`src/rtl/dmem_port_pkg.sv`:
```
// Shared types for the data-memory port: request/response bundles, FSM states,
// and the store-lane and alignment helpers.
package dmem_port_pkg;

    typedef enum logic [1:0] {M_X = 2'd0, M_XRD = 2'd1, M_XWR = 2'd2} MemoryWriteSignal;

    typedef enum logic [2:0] {
        MT_X, MT_B, MT_H, MT_W, MT_D, MT_BU, MT_HU, MT_WU
    } MemoryMaskType;

    typedef struct packed {
        logic [31:0]      addr;
        logic [31:0]      data;
        MemoryWriteSignal fcn;
        MemoryMaskType    typ;
    } MemoryRequest;

    typedef struct packed {
        MemoryRequest req;
        logic         req_valid;
    } MemoryIn;

    typedef struct packed {
        logic [31:0] data;
    } MemoryResponse;

    typedef struct packed {
        MemoryResponse res;
        logic          req_ready;
        logic          res_valid;
    } MemoryOut;

    typedef enum logic [1:0] {DM_IDLE, DM_REQ, DM_WAIT, DM_DONE} DmemState;

    function automatic logic [31:0] store_lanes(input logic [31:0] data, input MemoryMaskType typ);
        case (typ)
            MT_B, MT_BU: return {4{data[7:0]}};
            MT_H, MT_HU: return {2{data[15:0]}};
            default:     return data;
        endcase
    endfunction

    // Anything not byte or half is treated as a full word.
    function automatic logic is_misaligned(input logic [1:0] addr_lo, input MemoryMaskType typ);
        case (typ)
            MT_B, MT_BU: return 1'b0;
            MT_H, MT_HU: return addr_lo[0];
            default:     return addr_lo != 2'b00;
        endcase
    endfunction

endpackage

```
`src/rtl/dmem_port_if.sv`:
```
// Core-side and memory-side signals of the data-memory port, bundled for port lists.
interface dmem_port_if;
    import dmem_port_pkg::*;

    logic         core_req_valid;
    MemoryRequest core_req;
    logic         pipeline_kill;
    logic         core_stall;
    logic         core_resp_valid;
    logic [31:0]  core_rdata;
    logic         core_misaligned;
    MemoryIn      mem_in;
    MemoryOut     mem_out;

    modport slave (
        input  core_req_valid, core_req, pipeline_kill, mem_out,
        output core_stall, core_resp_valid, core_rdata, core_misaligned, mem_in
    );

    modport master (
        output core_req_valid, core_req, pipeline_kill, mem_out,
        input  core_stall, core_resp_valid, core_rdata, core_misaligned, mem_in
    );

endinterface

```
`src/rtl/dmem_port_align.sv`:
```
// Load-data extraction: picks the addressed byte/half from a memory word and
// sign- or zero-extends it according to the access type.
module dmem_align
    import dmem_port_pkg::*;
(
    input  logic [31:0]   word_i,
    input  logic [1:0]    addr_i,
    input  MemoryMaskType typ_i,
    output logic [31:0]   data_o
);

    logic [7:0]  byte_sel;
    logic [15:0] half_sel;

    assign byte_sel = word_i[{addr_i, 3'b000} +: 8];
    assign half_sel = addr_i[1] ? word_i[31:16] : word_i[15:0];

    always_comb begin
        case (typ_i)
            MT_B:    data_o = {{24{byte_sel[7]}}, byte_sel};
            MT_BU:   data_o = {24'd0, byte_sel};
            MT_H:    data_o = {{16{half_sel[15]}}, half_sel};
            MT_HU:   data_o = {16'd0, half_sel};
            default: data_o = word_i;
        endcase
    end

endmodule

```
`src/rtl/dmem_port.sv`:
```
// Memory-stage data port: one outstanding load/store, MemoryIn/MemoryOut handshake,
// store lane replication, load extraction, and pipeline stall generation.
module dmem_port
    import dmem_port_pkg::*;
#(
    parameter bit STORE_WAIT_ACK = 1'b1
) (
    input  logic        clk,
    input  logic        reset,
    dmem_port_if.slave  bus
);

    DmemState     state_q, state_d;
    MemoryRequest req_q, req_d;
    logic         kill_q, kill_d;
    logic         mis_q, mis_d;
    logic [31:0]  rdata_q, rdata_d;
    logic [31:0]  load_data;
    logic [31:0]  resp_word;
    logic         accept;
    logic         is_store;
    MemoryIn      mem_in_o;

    dmem_align u_align (
        .word_i (bus.mem_out.res.data),
        .addr_i (req_q.addr[1:0]),
        .typ_i  (req_q.typ),
        .data_o (load_data)
    );

    assign accept    = (state_q == DM_IDLE) && bus.core_req_valid && (bus.core_req.fcn != M_X);
    assign is_store  = (req_q.fcn == M_XWR);
    assign resp_word = is_store ? 32'd0 : load_data;

    always_comb begin
        state_d = state_q;
        req_d   = req_q;
        kill_d  = kill_q;
        mis_d   = mis_q;
        rdata_d = rdata_q;
        case (state_q)
            DM_IDLE: begin
                if (accept) begin
                    req_d  = bus.core_req;
                    kill_d = 1'b0;
                    mis_d  = is_misaligned(bus.core_req.addr[1:0], bus.core_req.typ);
                    if (mis_d) begin
                        state_d = DM_DONE;
                        rdata_d = 32'd0;
                    end else begin
                        state_d = DM_REQ;
                    end
                end
            end
            DM_REQ: begin
                // Once the handshake happens the access must drain, so a kill only flags it.
                if (bus.mem_out.req_ready) begin
                    kill_d = bus.pipeline_kill;
                    if (bus.mem_out.res_valid || (is_store && !STORE_WAIT_ACK)) begin
                        state_d = DM_DONE;
                        rdata_d = resp_word;
                    end else begin
                        state_d = DM_WAIT;
                    end
                end else if (bus.pipeline_kill) begin
                    state_d = DM_IDLE;
                end
            end
            DM_WAIT: begin
                if (bus.pipeline_kill) kill_d = 1'b1;
                if (bus.mem_out.res_valid) begin
                    state_d = DM_DONE;
                    rdata_d = resp_word;
                end
            end
            DM_DONE: state_d = DM_IDLE;
        endcase
    end

    always_ff @(posedge clk or posedge reset) begin
        if (reset) begin
            state_q <= DM_IDLE;
            req_q   <= '0;
            kill_q  <= 1'b0;
            mis_q   <= 1'b0;
            rdata_q <= 32'd0;
        end else begin
            state_q <= state_d;
            req_q   <= req_d;
            kill_q  <= kill_d;
            mis_q   <= mis_d;
            rdata_q <= rdata_d;
        end
    end

    always_comb begin
        mem_in_o.req = req_q;
        if (is_store) mem_in_o.req.data = store_lanes(req_q.data, req_q.typ);
        mem_in_o.req_valid = (state_q == DM_REQ);
    end

    // Reset gates the combinational accept path so every output reads 0 while held.
    assign bus.core_stall      = !reset && (accept || state_q == DM_REQ || state_q == DM_WAIT);
    assign bus.core_resp_valid = (state_q == DM_DONE) && !kill_q;
    assign bus.core_misaligned = (state_q == DM_DONE) && !kill_q && mis_q;
    assign bus.core_rdata      = rdata_q;
    assign bus.mem_in          = mem_in_o;

endmodule

```
`src/flat_wrapper.sv`:
```
// flat-port wrapper written by rule: the top's interface ports become plain ports
module dmem_port_flat import dmem_port_pkg::*;
#(
    parameter bit STORE_WAIT_ACK = 1'b1
)
  (clk, reset, bus_core_req_valid, bus_core_req, bus_pipeline_kill, bus_mem_out, bus_core_stall, bus_core_resp_valid, bus_core_rdata, bus_core_misaligned, bus_mem_in);
  dmem_port_if bus_i ();
  input  logic clk;
  input  logic reset;
  input wire logic [$bits(bus_i.core_req_valid)-1:0] bus_core_req_valid;
  input wire logic [$bits(bus_i.core_req)-1:0] bus_core_req;
  input wire logic [$bits(bus_i.pipeline_kill)-1:0] bus_pipeline_kill;
  input wire logic [$bits(bus_i.mem_out)-1:0] bus_mem_out;
  output wire logic [$bits(bus_i.core_stall)-1:0] bus_core_stall;
  output wire logic [$bits(bus_i.core_resp_valid)-1:0] bus_core_resp_valid;
  output wire logic [$bits(bus_i.core_rdata)-1:0] bus_core_rdata;
  output wire logic [$bits(bus_i.core_misaligned)-1:0] bus_core_misaligned;
  output wire logic [$bits(bus_i.mem_in)-1:0] bus_mem_in;
  assign bus_i.core_req_valid = bus_core_req_valid;
  assign bus_i.core_req = bus_core_req;
  assign bus_i.pipeline_kill = bus_pipeline_kill;
  assign bus_i.mem_out = bus_mem_out;
  assign bus_core_stall = bus_i.core_stall;
  assign bus_core_resp_valid = bus_i.core_resp_valid;
  assign bus_core_rdata = bus_i.core_rdata;
  assign bus_core_misaligned = bus_i.core_misaligned;
  assign bus_mem_in = bus_i.mem_in;
  dmem_port #(.STORE_WAIT_ACK(STORE_WAIT_ACK)) u_core (.clk(clk), .reset(reset), .bus(bus_i));
endmodule
```
`config.mk`:
```
export PLATFORM = sky130hd
export DESIGN_NAME = dmem_port_flat
export DESIGN_NICKNAME = d
export VERILOG_FILES = /design/src/rtl/dmem_port_pkg.sv /design/src/rtl/dmem_port_if.sv /design/src/rtl/dmem_port_align.sv /design/src/rtl/dmem_port.sv /design/src/flat_wrapper.sv
export SDC_FILE = /design/constraint.sdc
export NUM_CORES = 1
export LEC_CHECK = 0
export ABC_CLOCK_PERIOD_IN_PS = 3000
export BUFFER_PORTS_ARGS = -buffer_cell sky130_fd_sc_hd__buf_2
export CORE_ASPECT_RATIO = 1.4
export CORE_MARGIN = 5
export CORE_UTILIZATION = 45
export DETAILED_ROUTE_END_ITERATION = 8
export GPL_TIMING_DRIVEN = 0
export PLACE_DENSITY = 0.79
export SYNTH_ARGS = -nofsm -noshare
export SYNTH_HDL_FRONTEND = slang
export SYNTH_SLANG_ARGS = --single-unit
```
`constraint.sdc`:
```
create_clock -name clk -period 3 [get_ports clk]
set_input_delay 0.45 -clock clk [delete_from_list [all_inputs] [get_ports clk]]
set_output_delay 0.45 -clock clk [all_outputs]
set_load 0.05 [all_outputs]
```
# Word level (Yosys, flattened, before mapping)
# Cells that the tools add are included.
[totals]
regBits = 105
input_bits = 107
[op_classes]
n_eq_ne = 18
n_shift = 1
n_mux = 24
reduce_logical = 21
[ops]
columns = ["cell", "count"]
rows = [
  ["32-bit 2-to-1 mux", 6],
  ["32-bit one-hot mux with 4 select lines", 1],
  ["32-bit one-hot mux with 3 select lines", 1],
  ["32-bit one-hot mux with 2 select lines", 1],
  ["32-bit by 6-bit variable part select with 8-bit output", 1],
  ["16-bit 2-to-1 mux", 1],
  ["3-bit == test, second input constant", 4],
  ["2-bit 2-to-1 mux", 5],
  ["2-bit inequality test, second input constant", 4],
  ["2-bit one-hot mux with 4 select lines", 1],
  ["4-bit AND reduction", 2],
  ["2-bit OR reduction", 4],
  ["2-bit == test, second input constant", 3],
  ["3-bit by 1-bit == test with 1-bit output, second input constant", 2],
  ["3-bit by 2-bit == test with 1-bit output, second input constant", 2],
  ["1-bit 2-to-1 mux", 6],
  ["1-bit logical AND", 5],
  ["2-bit nonzero test", 2],
  ["3-bit inequality test, second input constant", 1],
  ["1-bit one-hot mux with 3 select lines", 1],
  ["3-bit AND reduction", 1],
  ["3-bit nonzero test", 1],
  ["2-bit by 1-bit == test with 1-bit output, second input constant", 1],
  ["1-bit zero test", 2],
  ["5 further kinds", 6],
]

# Logic depth before layout (Yosys ltp)
# Gate-level depths: netlist (run 1).
[logic_depth]
depth_word = 8
mapped_depth = 8
mapped_depth_nobuf = 6

# Hierarchy
# A second synthesis (run 1) with hierarchy kept.
[hier_totals]
cells_unflattened = 582
area_unflattened_um2 = 6043.3
[by_module_without_submodules]
columns = ["module", "instances", "cells_per_inst", "area_per_inst_um2", "seq_area_each_um2"]
rows = [
  ["dmem_port", 1, 449, 5079.9, 2627.5],
  ["dmem_align", 1, 133, 963.4, 0.0],
]

# Worst setup path after synthesis (run 1)
# Ideal clock, no wire load.
[synth_path]
path_kind = "register -> output"
from = "register u_core.state_q[0]"
to = "output port bus_core_stall"
arrival_ps = 2216
required_time_ps = 2550
setup_slack_ps = 334
path_stages_with_launch = 8
path_cell_list = "dfrtp_1 -> inv_1 -> ha_1 -> inv_1 -> or2_2 -> buf_2 -> buf_2 -> a21oi_1"
[synth_via]
elab_chain_len = 6
word_cells_on_any_way = 8
[synth_rtl]
columns = ["item", "line", "rtl"]
rows = [
  ["start, declared", "dmem_port.sv:13", "DmemState state_q, state_d;"],
  ["start signal, assigned", "dmem_port.sv:88", "state_q <= state_d;"],
  ["2-bit zero test", "dmem_port.sv:31", "assign accept = (state_q == DM_IDLE) && bus.core_req_valid && (bus.core_req.fcn != M_X);"],
  ["1-bit logical AND (2 in a row)", "dmem_port.sv:31", ""],
  ["1-bit logical OR", "dmem_port.sv:103", "assign bus.core_stall = !reset && (accept || state_q == DM_REQ || state_q == DM_WAIT);"],
  ["1-bit logical OR (*)", "dmem_port.sv:103", ""],
  ["1-bit logical AND (*)", "dmem_port.sv:103", ""],
  ["end, declared", "flat_wrapper.sv:14", "output wire logic [$bits(bus_i.core_stall)-1:0] bus_core_stall;"],
]
# Mark *: on every way between the ends. The rest lies on a longest branch, timed or not.

# Worst setup path in the final report (run 1)
# Ends and elaborated chain as after synthesis.

==> results of run 1 <==
-- area by class of cell --
| class | instances | share of cell area, % |
|---|---|---|
| sequential | 105 | 36.3 |
| clock buffer | 10 | 3.30 |
| tap | 150 | 2.59 |
| inverter | 18 | 0.986 |
| clock inverter | 6 | 1.04 |
| timing repair buffer | 213 | 15.2 |
| multi-input combinational | 287 | 33.2 |
| buffer | 81 | 7.37 |
-- routing by layer --
metal | track usage, % | vias to the layer above
met4 | 10.1 | 0
met2 | 39.0 | 182
met5 | 0 | -
li1 | - | 2201
met3 | 5.40 | 46
met1 | 23.8 | 2268
-- worst max-delay path: stages (launching register included) --
cell and delay (ps):
dfrtp_1 420, inv_1 160, ha_1 290, inv_1 80
or2_2 280, buf_2 180, buf_2 210, a21oi_1 140
clkbuf_4 250
-- metrics by stage --
stage          util, %  hold slack [ps]  worst slack (ps)
6_report          58.8              189               202
4_1_cts           58.7              188              53.3
2_1_floorplan        -              442               334
3_5_place_dp      56.1              477               443
5_1_grt           58.8              234              14.5
3_3_place_gp      55.8              459               433
-- logic make-up after synthesis --
family,share of synthesized area (%)
AOI/OAI and AO/OA,17.4
buffers and inverters,10.7
DFF,46.7
and+or+nand+nor,6.81
xor gates and xnor gates,0.289
adders and majority gates,1.33
muxes,16.8
-- worst max path at each step --
stage | from | to | slack (ps) | cells past startpoint
6_report | u_core.state_q[0] | bus_core_stall | 200 | 8
4_1_cts | u_core.bus.mem_in[4] | bus_mem_in[20] | 50 | 7
3_5_place_dp | u_core.bus.mem_in[4] | bus_mem_in[20] | 440 | 7
5_1_grt | u_core.state_q[0] | bus_core_stall | 10 | 8
3_3_place_gp | u_core.bus.mem_in[4] | bus_mem_in[20] | 430 | 7
2_1_floorplan | u_core.state_q[0] | bus_core_stall | 330 | 7
-- cell usage in the layout, fill, tap and decap left out, types with 3 or more instances in the layout --
cell       count
mux2_2        81
clkbuf_1       9
buf_2        230
nor2b_1        5
buf_4         46
nand2_1       10
o211ai_1       5
o31ai_1        7
a21oi_1       12
o2bb2ai_1     23
o22ai_1       22
inv_1         17
a32o_1        16
clkbuf_16      9
o21ai_0        8
a31oi_1        7
ha_1           6
o21ai_1        3
buf_6          4
nand2b_1      27
a211oi_1      10
nor2_1        11
dfrtp_1      105
a22o_1         8
-- flip-flops by register name (all words and copies together) (netlist names) --
register and flops:
u_core.kill_q 1, u_core.state_q 2, u_core.bus.mem_in 37, u_core.bus.core_rdata 32
u_core.req_q 32, u_core.mis_q 1
==> impl_results.md, run 1 <==
* Post-synth EDFFs at 0
* Clock Pin Slew Worst Setup and Hold Paths at roughly 70 ps
* Setup Skew at between 9 and 10 ps
* Drt total wl at 16,100 microns
* Num rows at 48
* Post-route ant nets at 0
* Highest routed layer: met4
* Initial Utilization at approximately 46%
* Crit. End Element: output pin
* Critical path type: reg2out
* Final Non-Filler Cells at 870
* Asr flop ratio synth at 100%
* Vias at about 4,700
* Synth Register Bits at between 100 and 150
* Drt wl/cell at approximately 19 microns
* Worst Path Arrival at ~2400 ps
* Synth unique cells at 46
* Synthesized Nets at 604
* Sequential cell area at 2630 sq um
* Worst-Margin Slew at 611 ps
* Average vias per placed instance at between 5 and 6
* Fin crit period at between 2000 and 3000 ps
* Die W at approximately 100 microns
* Total negative setup slack at 0 ps
* Gpl congestion at 0.910
* Worst Path Max Fanout at 10
* Worst reg2reg endpoint: u_core.bus.core_rdata[5]
* Initial antenna violation count at 0
* Syn-to-layout area delta at 28.6%
* Hold Crit Class: in2async
* RR Startpoint: u_core.state_q[1]
* N_diodes at 0
* Ys flop type: dfrtp_1
* Max Buffers Root-to-Sink at 2
* Commonest cells in the synthesized netlist: dfrtp_1 (105), mux2_2 (81), buf_4 (46), nand2b_1 (27), o2bb2ai_1 (23)
* RSZ-0062 raised after global routing: false
* Setup bufs post-CTS at 0
* Die area at between 10,000 and 15,000 sq um
* Worst skew pair latency at 340 ps
* Starting DRT DRC Count at roughly 190
* Synth area leader: dfrtp_1
* Fin area at around 7200 sq um
* GR Util All Layers at a little over a fifth
* Synth Cell Area at 5630 sq um
* Largest net degree at the start of global routing at 44
* First-pass GRT wire length at between 20,000 and 30,000 microns
* Dpl cell area at between 6000 and 7000 sq um
* Setup violations, final at 0
* Met3 wire length at 911 microns
* Reg2reg path depth at 7
* Vias in the first global route at just over 5,000
* HPWL Detailed at around 13,000 microns
* CTS hold repair buffers at 0
* TritonCTS buffer count at 9
* Register-to-register setup slack at around 700 ps
* CP Launch Type: flip-flop
* Clk root buf: clkbuf_16
* Nets@finish at just over 800
* Final Hold Vio Count at 0
* CTS tree: built
* Syn. warnings at 0
* Drc violations at 0
* Sequential share of the synthesized area at 46.7%
* Multi-input gate area at 2400 sq um
* Core area at about 12,000 sq um
* DR pass1 iterations at 5
* Fraction of layout cells with a size suffix above 1 at a little over half
* Worst Path Required at between 2000 and 3000 ps
* Worst slew margin at around 60%
* # port buffers at about 210
* Die extent in y at 142 microns
* Top cells by area, synth: dfrtp_1 (47%), mux2_2 (16%), buf_4 (6.1%)
* Post-CTS resize count at 0
* Top-count cell post-synth: dfrtp_1
* Post-synthesis cell count at between 400 and 500
* Period utilization at a little over 90%
* M1 WL at between 6000 and 7000 microns
* Overflow after GRT at 0
* Top achievable clock speed at roughly 0.36 GHz
* Max cap viols at 0
* Outcome: finished, final reports clean
* Syn_area_per_cell at approximately 11 sq um
* Clock sink total at 105
* Post-synth top area share at around 47%
* Htree depth at 3
* Metal2 WL at around 8700 microns
* Cells after DPL at between 800 and 900
* Max-slew violation count at 0
* Top Ports at ~210
* Fillcell total at 1,044
Power of run 1 is left out: the tool's default activity adds up to more than one toggle a clock period on the data nets, which glitch-free logic cannot reach.
==> run 2: changes to the inputs <==
Settings changed: REMOVE_ABC_BUFFERS set to 1, SKIP_CTS_REPAIR_TIMING set to 1, TNS_END_PERCENT set to 10.
==> impl_results.md, run 2 (same netlist as run 1, synthesis figures left out) <==
* Critical Path Most Common Cell: inv_1
* Period utilization at 97.0%
* Worst reg2reg endpoint: u_core.bus.core_rdata[0]
* Register-to-register setup slack at between 400 and 500 ps
* TritonCTS buffer count at 9
* Fraction of layout cells with a size suffix above 1 at about half
* Initial antenna violation count at 0
* Setup violations, final at 0
* Worst-Margin Slew at ~1300 ps
* CP max stage cell: or2_4
* Cell Chain, Critical Path: inv_1, ha_1, inv_1, or2_4, a21oi_1, buf_2
* Clock sink total at 105
* Nets@finish at between 700 and 800
* Vias in the first global route at 4,810
* Top achievable clock speed at around 0.34 GHz
* CP Launch Type: flip-flop
* Max FFs per register at 37
* Drt total wl at approximately 15,000 microns
* Critical path type: reg2out
* Worst slew margin at about a tenth
* Setup Skew at between 8 and 9 ps
* GR Util All Layers at between 15 and 20%
* Num rows at 48
* Final Hold Vio Count at 0
* Cells after DPL at between 700 and 800
* Drt wl/cell at roughly 19 microns
* DR pass1 iterations at 4
* Clock Pin Slew Worst Setup and Hold Paths at 70 ps
* CTS tree: built
* Worst Path Max Fanout at just over 70
* Starting DRT DRC Count at 230
* Most common cell after layout, fill and taps aside: buf_2
* Reg2reg path depth at 8
* Vias at 4,503
* Max cap viols at 0
* Worst skew pair latency at 340 ps
* Final Non-Filler Cells at between 700 and 800
* Outcome: finished, final reports clean
* Die W at roughly 100 microns
* CP top delay family: simple AND/OR/NAND/NOR gates
* Average vias per placed instance at 5.69
* First-pass GRT wire length at between 20,000 and 25,000 microns
* Fin crit period at about 2900 ps
* Delay of the slowest cell on the worst path at about 750 ps
* Most frequent cells in the layout: buf_2 (211), dfrtp_1 (102), mux2_2 (81)
* Clk root buf: clkbuf_16
* RR Startpoint: u_core.state_q[1]
* Htree depth at 3
* Crit. End Element: output pin
* HPWL Detailed at between 10,000 and 15,000 microns
* Max-slew violation count at 0
* Max Buffers Root-to-Sink at 2
* Hold Crit Class: in2async
* Buffers and inverters on the worst path at 3
* Largest net degree at the start of global routing at 73
* Worst Path Arrival at approximately 2500 ps
* Cell depth of the worst setup path at 6
* Post-route ant nets at 0
* Worst Path Required at 2550 ps
* N_diodes at 0
* RSZ-0062 raised after global routing: true
* Syn-to-layout area delta at 20.3%
* Drc violations at 0
* Overflow after GRT at 0
* Core area at between 10,000 and 15,000 sq um
* Top Ports at between 200 and 250
* Initial Utilization at between 40% and 50%
* Die area at about 15,000 sq um
* # port buffers at about 210
* Die extent in y at ~140 microns
* Gpl congestion at about 0.9
run 2: worst max path at each step:
stage                                     from  slack (ps)                    end
after floorplan           u_core.bus.mem_in[2]        -380         bus_mem_in[15]
after global placement                   reset       -1380  u_core.bus.mem_in[63]
after detailed placement  u_core.bus.mem_in[1]        -500         bus_mem_in[25]
after CTS                 u_core.bus.mem_in[1]        -880         bus_mem_in[25]
after global routing      u_core.bus.mem_in[2]         -40         bus_mem_in[25]
final                        u_core.state_q[0]          90         bus_core_stall
run 2: per-layer routing:
layer | vias to the layer above | global-route usage [%] | wire [microns]
li1 | 2043 | - | -
met1 | 2205 | 22.7 | 5660
met2 | 230 | 34.6 | 7810
met3 | 25 | 6.04 | 1290
met4 | 0 | 6.75 | 299
met5 | - | 0 | 0
run 2: cell type report:
type                       count  area [sq um]
fill                        1065          5550
sequential                   105          2630
multi-input combinational    288          2450
timing repair buffer         214          1100
clock buffer                  11           243
tap                          150           188
clock inverter                 5          86.3
inverter                      18          70.1
run 2: worst register-to-register path, stage by stage (launching register included):
cell and delay [ps]:
dfrtp_2 410, inv_1 100, ha_1 250, nor2b_1 210, a211oi_1 350, o211ai_1 390, buf_4 320, buf_4 200
a22o_1 250
run 2: stage by stage:
step | worst slack (ps) | cell area [sq um] | utilization [%] | setup TNS [ps] | hold WS [ps]
finish | 91.0 | 6770 | 54.9 | 0 | 172
global route | -39.0 | 6770 | 54.9 | -276 | 204
CTS | -877 | 6720 | 54.6 | -11490 | 180
detailed placement | -502 | 6390 | 51.9 | -5510 | 476
global placement | -1380 | 6340 | 51.5 | -154610 | 456
floorplan | -378 | 5090 | - | -25650 | 442
Power of run 2 is left out for the same reason.
==> run 3: changes to the inputs <==
Settings changed: CELL_PAD_IN_SITES_DETAIL_PLACEMENT set to 1, CELL_PAD_IN_SITES_GLOBAL_PLACEMENT set to 1, CORE_UTILIZATION 45 to 34.
==> impl_results.md, run 3 (same netlist as run 1, synthesis figures left out) <==
* Outcome: finished, final reports clean
* N_diodes at 0
* Crit. End Element: output pin
* Syn-to-layout area delta at 22.5%
* Clk root buf: clkbuf_16
* Die area at 19,300 sq um
* Average vias per placed instance at between 5 and 6
* Num rows at 55
* Multi-input gate area at roughly 2500 sq um
* Setup violations, final at 0
* Overflow after GRT at 0
* Vias at 4,546
* Hold Crit Class: in2async
* Starting DRT DRC Count at around 250
* DR pass1 iterations at 4
* Initial Utilization at between 30% and 40%
* Drt total wl at roughly 17,000 microns
* Worst Path Required at 2550 ps
* RSZ-0062 raised after global routing: false
* Setup Skew at roughly 6.7 ps
* Max cap viols at 0
* Clock Pin Slew Worst Setup and Hold Paths at 80 ps
* CP Launch Type: flip-flop
* Die W at 119 microns
* First-pass GRT wire length at 27,000 microns
* Fraction of layout cells with a size suffix above 1 at about 51%
* Max-slew violation count at 0
* Worst Path Max Fanout at 53
* Worst slew margin at 10.5%
* # port buffers at 211
* Worst Path Arrival at approximately 2500 ps
* Nets@finish at between 700 and 800
* Initial antenna violation count at 0
* Period utilization at a little over nine tenths
* Final Hold Vio Count at 0
* Register-to-register setup slack at around 340 ps
* Drt wl/cell at around 20 microns
* Worst skew pair latency at about 350 ps
* Vias in the first global route at ~5,100
* Top achievable clock speed at between 0.3 and 0.4 GHz
* Die extent in y at ~160 microns
* Most frequent cells in the layout: buf_2 (210), dfrtp_1 (103), mux2_2 (81)
* Core area at between 15,000 and 20,000 sq um
* Worst-Margin Slew at around 1300 ps
* Fillcell total at between 1,500 and 2,000
* Gpl congestion at 0.877
* Fin crit period at 2900 ps
* Sequential cell area at between 2000 and 3000 sq um
* Htree depth at 3
* Largest net degree at the start of global routing at between 50 and 60
* Most common cell after layout, fill and taps aside: buf_2
* Post-route ant nets at 0
* Util after Layout at 42.4%
* HPWL Detailed at 12,600 microns
* Critical path type: reg2out
* CTS tree: built
* Max FFs per register at 37
* Worst hold slack at a little over 200 ps
* Top Ports at 212
* Drc violations at 0
* GR Util All Layers at between 10% and 20%
* TritonCTS buffer count at 9
* Clock sink total at around 110
* Max Buffers Root-to-Sink at 2
==> run 3: changes by cell type in the layout (fill, tap and decap cells not counted), sizes merged <==
cell and change:
inv +2, buf +3, clkbuf -1
==> run 3: per-layer routing <==
metal	track usage [%]	part of all wire [%]	up-vias
met1	18.8	37	2296
met3	5.75	7.8	18
met2	32.5	54	182
met5	0	0	-
li1	-	-	2050
met4	5.32	1.6	0
==> run 3: cell type report <==
cell class | count | area share (%)
tap | 199 | 3.61
timing repair buffer | 218 | 16.7
sequential | 105 | 38.2
inverter | 18 | 1.02
multi-input combinational | 288 | 35.6
clock inverter | 7 | 1.58
clock buffer | 9 | 3.27
==> run 3: path summary, 6_finish.rpt <==
kind                                      start  depth (start not counted)                   endpoint
setup / recovery           u_core.bus.mem_in[2]                          4             bus_mem_in[28]
hold / removal                            reset                          2               u_core.mis_q
setup reg to reg              u_core.state_q[1]                          6  u_core.bus.core_rdata[20]
hold reg to reg                    u_core.mis_q                          2               u_core.mis_q
max in group asynchronous                 reset                          3           u_core.req_q[13]
min in group clk               bus_core_req[30]                          2           u_core.req_q[30]
==> run 3: worst max-delay path, cell delays in order, from the launching register on <==
cell      delay, ps
dfrtp_4         720
xnor2_4         450
nand2b_4        310
mux2_2          360
buf_2           210
==> run 3: through the flow <==
stage	setup slack [ps]	area, sq um	setup TNS, ps	instances
global route	12.7	6890	0	844
global placement	-1510	6400	-170160	820
CTS	-959	6810	-12330	840
finish	104	6890	0	844
detailed placement	-569	6480	-6070	824
floorplan	-378	5090	-25650	410
Power of run 3 is left out for the same reason.
